<file path="config.mk">
export PLATFORM = sky130hd
export DESIGN_NAME = music_sample_player_flat
export DESIGN_NICKNAME = d
export VERILOG_FILES = /design/src/rtl/music_pkg.sv /design/src/rtl/music_sample_player_if.sv /design/src/rtl/music_sample_player_pwm_dac8.sv /design/src/rtl/music_sample_player.sv /design/src/flat_wrapper.sv
export SDC_FILE = /design/constraint.sdc
export NUM_CORES = 1
export LEC_CHECK = 0
export BUFFER_PORTS_ARGS = -buffer_cell sky130_fd_sc_hd__buf_2
export CELL_PAD_IN_SITES_DETAIL_PLACEMENT = 0
export CELL_PAD_IN_SITES_GLOBAL_PLACEMENT = 1
export CORE_ASPECT_RATIO = 0.6
export CORE_UTILIZATION = 40
export DETAILED_ROUTE_END_ITERATION = 10
export PLACE_DENSITY = 0.73
export SYNTH_ARGS = -nofsm -noshare
export SYNTH_HDL_FRONTEND = slang
export SYNTH_SLANG_ARGS = --single-unit
export TNS_END_PERCENT = 100
</file>
<file path="constraint.sdc">
create_clock -name clk -period 2.16 [get_ports clk]
set_input_delay 0.216 -clock clk [delete_from_list [all_inputs] [get_ports clk]]
set_output_delay 0.216 -clock clk [all_outputs]
set_load 0.05 [all_outputs]
</file>
<file path="src/rtl/music_pkg.sv">
// music_sample_player shared types and defaults.
// State encoding plus the song-end marker and the default pacing.
package music_pkg;

  typedef enum logic [1:0] {
    IDLE,
    SETTLE,
    LOAD,
    PLAY
  } state_t;

  localparam logic [7:0] C_END_MARK   = 8'hFF;
  localparam int         C_SAMPLE_DIV = 6250;

endpackage

</file>
<file path="src/rtl/music_sample_player_if.sv">
// Bundle between the ROM read path / play control and the player.
// master drives control and ROM data, slave produces audio and steps.
interface music_sample_player_if;

  logic       play;
  logic       flush;
  logic [7:0] data;
  logic       advance;
  logic       end_of_song;
  logic [7:0] sample;
  logic       pwm_out;

  modport master (
    output play, flush, data,
    input  advance, end_of_song, sample, pwm_out
  );

  modport slave (
    input  play, flush, data,
    output advance, end_of_song, sample, pwm_out
  );

endinterface

</file>
<file path="src/rtl/music_sample_player_pwm_dac8.sv">
// 8-bit PWM DAC: free counter compared against the held level.
// Output is gated by en so a paused player stays silent.
module pwm_dac8 (
  input  logic       clk,
  input  logic       reset,
  input  logic       en,
  input  logic [7:0] level,
  output logic       pwm_out
);

  logic [7:0] r_pwm_cnt;

  // counter advances only while playing, wraps 255 -> 0
  always_ff @(posedge clk or negedge reset) begin
    if (!reset)  r_pwm_cnt <= '0;
    else if (en) r_pwm_cnt <= r_pwm_cnt + 8'd1;
  end

  assign pwm_out = en & (r_pwm_cnt < level);

endmodule

</file>
<file path="src/rtl/music_sample_player.sv">
// Paced ROM sample fetch: settle, load, play one period, advance.
// FSM and the shared settle/dwell counter live here.
module music_sample_player
  import music_pkg::*;
#(
  parameter int         SAMPLE_DIV = C_SAMPLE_DIV,
  parameter int         SETTLE_CYC = 1,
  parameter logic [7:0] END_MARK   = C_END_MARK
) (
  input  logic                  clk,
  input  logic                  reset,
  music_sample_player_if.slave  bus
);

  localparam int CW = $clog2(SAMPLE_DIV);
  localparam logic [CW-1:0] SET_LD  = CW'(SETTLE_CYC - 1);
  localparam logic [CW-1:0] PLAY_LD = CW'(SAMPLE_DIV - SETTLE_CYC - 2);

  state_t        r_state;
  logic [CW-1:0] r_cnt;
  logic [7:0]    r_sample;

  logic w_live;
  logic w_step;
  logic w_cnt_zero;
  logic w_is_mark;
  logic w_pwm_en;

  assign w_live     = (r_state != IDLE);
  assign w_step     = w_live & bus.play & ~bus.flush;
  assign w_cnt_zero = (r_cnt == '0);
  assign w_is_mark  = (bus.data == END_MARK);
  assign w_pwm_en   = w_live & bus.play;

  // sequencer: flush beats everything, pause freezes state and count
  always_ff @(posedge clk or negedge reset) begin
    if (!reset) begin
      r_state  <= IDLE;
      r_cnt    <= '0;
      r_sample <= '0;
    end else if (!w_live) begin
      if (bus.play) begin
        r_state <= SETTLE;
        r_cnt   <= SET_LD;
      end
    end else if (bus.flush) begin
      r_state <= SETTLE;
      r_cnt   <= SET_LD;
    end else if (bus.play) begin
      unique case (r_state)
        SETTLE: begin
          if (w_cnt_zero) r_state <= LOAD;
          else            r_cnt   <= r_cnt - 1'b1;
        end
        LOAD: begin
          if (w_is_mark) begin
            r_state <= SETTLE;
            r_cnt   <= SET_LD;
          end else begin
            r_sample <= bus.data;
            r_state  <= PLAY;
            r_cnt    <= PLAY_LD;
          end
        end
        PLAY: begin
          if (w_cnt_zero) begin
            r_state <= SETTLE;
            r_cnt   <= SET_LD;
          end else begin
            r_cnt <= r_cnt - 1'b1;
          end
        end
        default: r_state <= IDLE;
      endcase
    end
  end

  assign bus.advance =
    w_step & (r_state == PLAY) & w_cnt_zero;
  assign bus.end_of_song =
    w_step & (r_state == LOAD) & w_is_mark;
  assign bus.sample = r_sample;

  pwm_dac8 u_pwm (
    .clk     (clk),
    .reset   (reset),
    .en      (w_pwm_en),
    .level   (r_sample),
    .pwm_out (bus.pwm_out)
  );

endmodule

</file>
<file path="src/flat_wrapper.sv">
// flat-port wrapper written by rule: the top's interface ports become plain ports
module music_sample_player_flat import music_pkg::*;
#(
  parameter int         SAMPLE_DIV = C_SAMPLE_DIV,
  parameter int         SETTLE_CYC = 1,
  parameter logic [7:0] END_MARK   = C_END_MARK
)
  (clk, reset, bus_play, bus_flush, bus_data, bus_advance, bus_end_of_song, bus_sample, bus_pwm_out);
  music_sample_player_if bus_i ();
  input  logic clk;
  input  logic reset;
  input wire logic [$bits(bus_i.play)-1:0] bus_play;
  input wire logic [$bits(bus_i.flush)-1:0] bus_flush;
  input wire logic [$bits(bus_i.data)-1:0] bus_data;
  output wire logic [$bits(bus_i.advance)-1:0] bus_advance;
  output wire logic [$bits(bus_i.end_of_song)-1:0] bus_end_of_song;
  output wire logic [$bits(bus_i.sample)-1:0] bus_sample;
  output wire logic [$bits(bus_i.pwm_out)-1:0] bus_pwm_out;
  assign bus_i.play = bus_play;
  assign bus_i.flush = bus_flush;
  assign bus_i.data = bus_data;
  assign bus_advance = bus_i.advance;
  assign bus_end_of_song = bus_i.end_of_song;
  assign bus_sample = bus_i.sample;
  assign bus_pwm_out = bus_i.pwm_out;
  music_sample_player #(.SAMPLE_DIV(SAMPLE_DIV), .SETTLE_CYC(SETTLE_CYC), .END_MARK(END_MARK)) u_core (.clk(clk), .reset(reset), .bus(bus_i));
endmodule
</file>
; ---- Yosys cells after proc, flatten, opt, wreduce, memory -nomap -nowiden
; Cells that the tools add are included.
[totals]
input_bits = 12
regBits = 31
wordCells = 47
output_inout_bits = 11
[classes]
n_eq_ne = 8
n_lt_le_gt_ge = 1
n_reduce_logical = 7
muxes = 16
bitwise = 9
n_addsub = 2
[ops]
columns = cell, count
row1 = $mux W13, 7
row2 = $pmux W13 S3, 1
row3 = $mux W2, 7
row4 = $logic_not A13 Y1, 1
row5 = $sub A13 B1 Y13 const B, 1
row6 = $ne A4 B4 Y1 const B, 3
row7 = $add A8 B1 Y8 const B, 1
row8 = $eq A8 B8 Y1 const B, 1
row9 = $lt A8 B8 Y1, 1
row10 = $reduce_and A4 Y1, 2
row11 = $and A1 B1 Y1, 7
row12 = $pmux W2 S3, 1
row13 = $reduce_bool A2 Y1, 3
row14 = $ne A5 B5 Y1 const B, 1
row15 = $reduce_and A5 Y1, 1
row16 = $eq A2 B2 Y1 const B, 2
row17 = $eq A2 B1 Y1 const B, 1
row18 = $not A1 Y1, 2

; ---- Longest topological paths before layout
[logic_depth]
ltp_word = 6
mapped_depth = 7
ltp_nobuf = 7

; ---- Modules after synthesis
; A second synthesis with hierarchy kept.
[hier_totals]
cells_unflattened = 179
hier_area_um2 = 1834.3
[modules_own_cells]
columns = mod, cells_per_inst, instances, area_per_inst_um2
row1 = music_sample_player, 130, 1, 1292.5
row2 = pwm_dac8, 49, 1, 541.8

; ---- Worst setup path after synthesis
; OpenSTA, ideal clock, no wires.
[synth_path]
kind = register to output
from = reg u_core.r_sample[7], in the netlist u_core.bus.sample[7]
to = out bus_pwm_out
arrival_time_ns = 2.531
required_time_ns = 1.944
slack_ns = -0.587
n_path_buf = 0
stages_incl_launch_ff = 5
path_cell_list = dfrtp_1 > inv_1 > ha_1 > or4_1 > o21ai_0
[synth_via]
elab_chain_cells = 2
[synth_rtl]
columns = element, line_no
row1 = from (decl), music_sample_player.sv:21  ; logic [7:0] r_sample;
row2 = from (signal assigned), music_sample_player.sv:60  ; r_sample <= bus.data;
row3 = $lt A8 B8 Y1, music_sample_player_pwm_dac8.sv:19  ; assign pwm_out = en & (r_pwm_cnt < level);
row4 = $and A1 B1 Y1, music_sample_player_pwm_dac8.sv:19
row5 = to (decl), flat_wrapper.sv:18  ; output wire logic [$bits(bus_i.pwm_out)-1:0] bus_pwm_out;
; No other way between the ends.

; ---- Final worst setup path
[layout_path]
from = reg u_core.r_cnt[3]
to = out bus_advance
[layout_via]
elab_chain_cells = 2
[layout_rtl]
columns = element, line_no
row1 = from (decl), music_sample_player.sv:20  ; logic [CW-1:0] r_cnt;
row2 = from (signal assigned), music_sample_player.sv:53  ; else r_cnt <= r_cnt - 1'b1;
row3 = from (signal assigned), music_sample_player.sv:70  ; r_cnt <= r_cnt - 1'b1;
row4 = $logic_not A13 Y1, music_sample_player.sv:31  ; assign w_cnt_zero = (r_cnt == '0);
row5 = $and A1 B1 Y1, music_sample_player.sv:79  ; w_step & (r_state == PLAY) & w_cnt_zero;
row6 = to (decl), flat_wrapper.sv:15  ; output wire logic [$bits(bus_i.advance)-1:0] bus_advance;
; No other way between the ends.

==> flow_metrics.env <==
export IMPL_synth_most_common_cell="dfrtp_1"
export IMPL_ys_types=49
export IMPL_max_freq_ghz=0.467
export IMPL_power_frac_seq=0.264
export IMPL_diodes=0
export IMPL_post_route_util=0.512
export IMPL_ys_ff_latch=31
export IMPL_postSynthCellCount=194
export IMPL_grtUsageTotal=0.216
export IMPL_slowest_delay_ps=460
export IMPL_combPwrFrac=0.616
export IMPL_hold_violations=31
export IMPL_vias=1688
export IMPL_p_leak_nw=1.10
export IMPL_yosysSeqAreaShare=0.404
export IMPL_antenna_left=0
export IMPL_die_y_um=55.7
export IMPL_multi_input_comb_area_sq_mm=0.00111
export IMPL_synth_fp_nets=216
export IMPL_area_growth_pct=22.3
export IMPL_critPathArrivalTime_ps=1930
export IMPL_cts_hold_buf=0
export IMPL_synth_top_area_cell="dfrtp_1"
export IMPL_clock_latency_ps=280
export IMPL_drv_cap=0
export IMPL_critical_path_class="reg2out"
export IMPL_p_int_w=0.00207
export IMPL_placedCellCount=285
export IMPL_synthArstFlopShare=1.00
export IMPL_antenna_found_initial=1
export IMPL_timing_hold_ws_ps=-19.7
export IMPL_ys_warn_count=0
export IMPL_power_w=0.00388
export IMPL_power_share_clock=0.121
export IMPL_path_cells="or3_4 > nor4_4 > nand2_1 > nor2_2 > buf_6"
export IMPL_clock_sinks=31
export IMPL_numCtsBuffers=5
export IMPL_yosys_top_cells_count="dfrtp_1, nor2_1, nand2_1"
export IMPL_initial_core_util=0.419
export IMPL_firstDrtPassIters=4
export IMPL_worst_slew_pin_slew_ps=718
export IMPL_wire_per_inst_um=17.0
export IMPL_worst_path_max_fanout=6
export IMPL_via_per_inst=5.68
export IMPL_final_layout_size_suffix_gt1_frac=0.329
export IMPL_hold_class="in2async"
export IMPL_ir_drop_mv=0.615
export IMPL_pre_cts_ws_ps=0.518
export IMPL_synth_edf_count=0
export IMPL_rsz0062_at_grt="yes"
export IMPL_fp_dieW_um=91.5
export IMPL_fin_nets=256
export IMPL_place_congestion=0.876
export IMPL_avgSynthCellArea_sq_um=9.91
export IMPL_crit_slowest_cell="or3_4"
export IMPL_drv_slew=0
export IMPL_netlist_area_sq_mm=0.00192
export IMPL_dp_hpwl_mm=3.62
export IMPL_drt_iter0_markers=130
export IMPL_endpoint_kind="output port"
export IMPL_grt_pass1_wl_mm=8.35
export IMPL_grt_ovfl_total=0
export IMPL_violations="hold timing"
export IMPL_coreArea_sq_mm=0.00459
export IMPL_cts_buffer_depth=2
export IMPL_post_route_min_period_ps=2140
export IMPL_yosys_area_top_type_share=0.404
export IMPL_setup_viol=0
export IMPL_root_buffer="clkbuf_8"
export IMPL_htree_levels=2
export IMPL_clk_pin_slew_ps=60
export IMPL_grt_max_degree=32
export IMPL_nFillCells=431
export IMPL_numPortBuffers=22
export IMPL_die_area_sq_mm=0.00509
export IMPL_cp_data_required_time_ps=1940
export IMPL_skew_ps=1.45
export IMPL_route_detailed_drc=0
export IMPL_cts_tree="built"
export IMPL_final_period_utilization=0.992
export IMPL_totalWireLength_mm=5.05
export IMPL_ioPinCount=23
export IMPL_start_kind="flop"
export IMPL_synthFlopType="dfrtp_1"
export IMPL_power_switching_w=0.00181
export IMPL_finalNonFillerCells=297
export IMPL_rows=19
export IMPL_switching_share=0.468
export IMPL_ys_top_cells_by_area="dfrtp_1, ha_1, mux2_2"
export IMPL_ff_latch_area_sq_um=776
export IMPL_power_density_mw_per_mm2=1650
export IMPL_grt_pass1_vias=1706
export IMPL_fin_ws_ps=18.3
export IMPL_status="complete, but fails checks"
export IMPL_slew_headroom=0.521
[path summary, 6_finish.rpt]
kind | depth (start not counted) | endpoint | slack [ps] | start
worst max-delay path | 5 | bus_advance | 20 | u_core.r_cnt[3]
worst min-delay path | 1 | u_core.r_cnt[10] | -20 | reset
worst max register to register | 7 | u_core.r_cnt[5] | 30 | u_core.r_cnt[0]
worst min register to register | 1 | u_core.u_pwm.r_pwm_cnt[7] | 480 | u_core.u_pwm.r_pwm_cnt[7]
max in group asynchronous | 1 | u_core.r_cnt[4] | 1710 | reset
min in group clk | 2 | u_core.bus.sample[7] | 180 | bus_data[7]
[what timing repair did]
action	in CTS	in global routing
pin swaps	3	3
gates resized for setup	5	7
buffers inserted	3	2
endpoints found under the setup margin	3	6
[placed cells by master (no fill, tap or decap), types with 2 or more instances in the layout]
cell and n:
xnor2_1 6, nor3_1 5, inv_1 9, o21ai_1 2, nor2_1 14, nand2b_1 4, a21oi_1 4, nand4_1 3
inv_2 2, o211ai_1 2, mux2_2 10, a21o_1 5, and3_1 2, o31a_1 2, nand3_1 6, ha_1 9
o31ai_1 3, a22o_1 3, or4_1 2, buf_2 20, nor2b_1 3, a21oi_2 2, a311oi_1 2, dfrtp_1 31
xor2_1 2, nand2_1 12, buf_4 19, nor4_1 4, a31oi_1 2, o21ai_0 10, or3_1 2, clkbuf_8 6
or3_4 2
[sequential cells by signal, indices dropped and copies added (netlist names)]
register	count
u_core.r_state	2
u_core.bus.sample	8
u_core.u_pwm.r_pwm_cnt	8
u_core.r_cnt	13
[layout make-up]
cell class              instances  share of cell area
flip-flops and latches         31               0.330
well taps                      63              0.0335
inverters                      11              0.0176
clock buffers                   6              0.0351
repair buffers                 40               0.108
clock inverters                 1             0.00213
multi-input cells             145               0.474
[kinds of logic after synthesis]
| family | Yosys count | share of synthesized area |
|---|---|---|
| adders and majority gates | 10 | 0.0651 |
| xor gates and xnor gates | 8 | 0.0365 |
| DFF | 31 | 0.404 |
| AOI/OAI and AO/OA | 50 | 0.203 |
| buffers and inverters | 18 | 0.0391 |
| and+or+nand+nor | 67 | 0.194 |
| muxes | 10 | 0.0586 |
[power groups by stage]
stage	combinational, W	clock (W)	sequential (W)
2_1_floorplan	0.00141	0	0.00117
3_3_place_gp	0.00205	0	0.00101
3_5_place_dp	0.00209	0	0.00102
4_1_cts	0.00225	0.000483	0.00101
5_1_grt	0.00257	0.000517	0.00106
6_report	0.00239	0.000468	0.00102
[metrics by stage]
stage               hold slack, ps  cell area, sq um  TNS (ps)
finish                       -19.7              2350         0
global route                  38.0              2350      -177
global placement               306              2180         0
detailed placement             314              2180         0
CTS                           2.46              2310         0
floorplan                    -79.6              1930      -215
[metal layers]
| layer | GRT usage | wire length, um | vias up | part of all wire |
|---|---|---|---|---|
| li1 | - | - | 798 | - |
| met1 | 0.325 | 2570 | 819 | 0.51 |
| met2 | 0.289 | 1970 | 60 | 0.39 |
| met3 | 0.0601 | 434 | 11 | 0.086 |
| met4 | 0.0816 | 72 | 0 | 0.014 |
| met5 | 0 | 0 | - | 0 |
[critical path, delay by kind of cell (launching register included)]
| family | cells | cell delay, ps |
|---|---|---|
| flip-flops | 1 | 440 |
| buffers and inverters | 1 | 170 |
| AND/OR/NAND/NOR | 4 | 1030 |
Power figures use the tool's default switching activity.
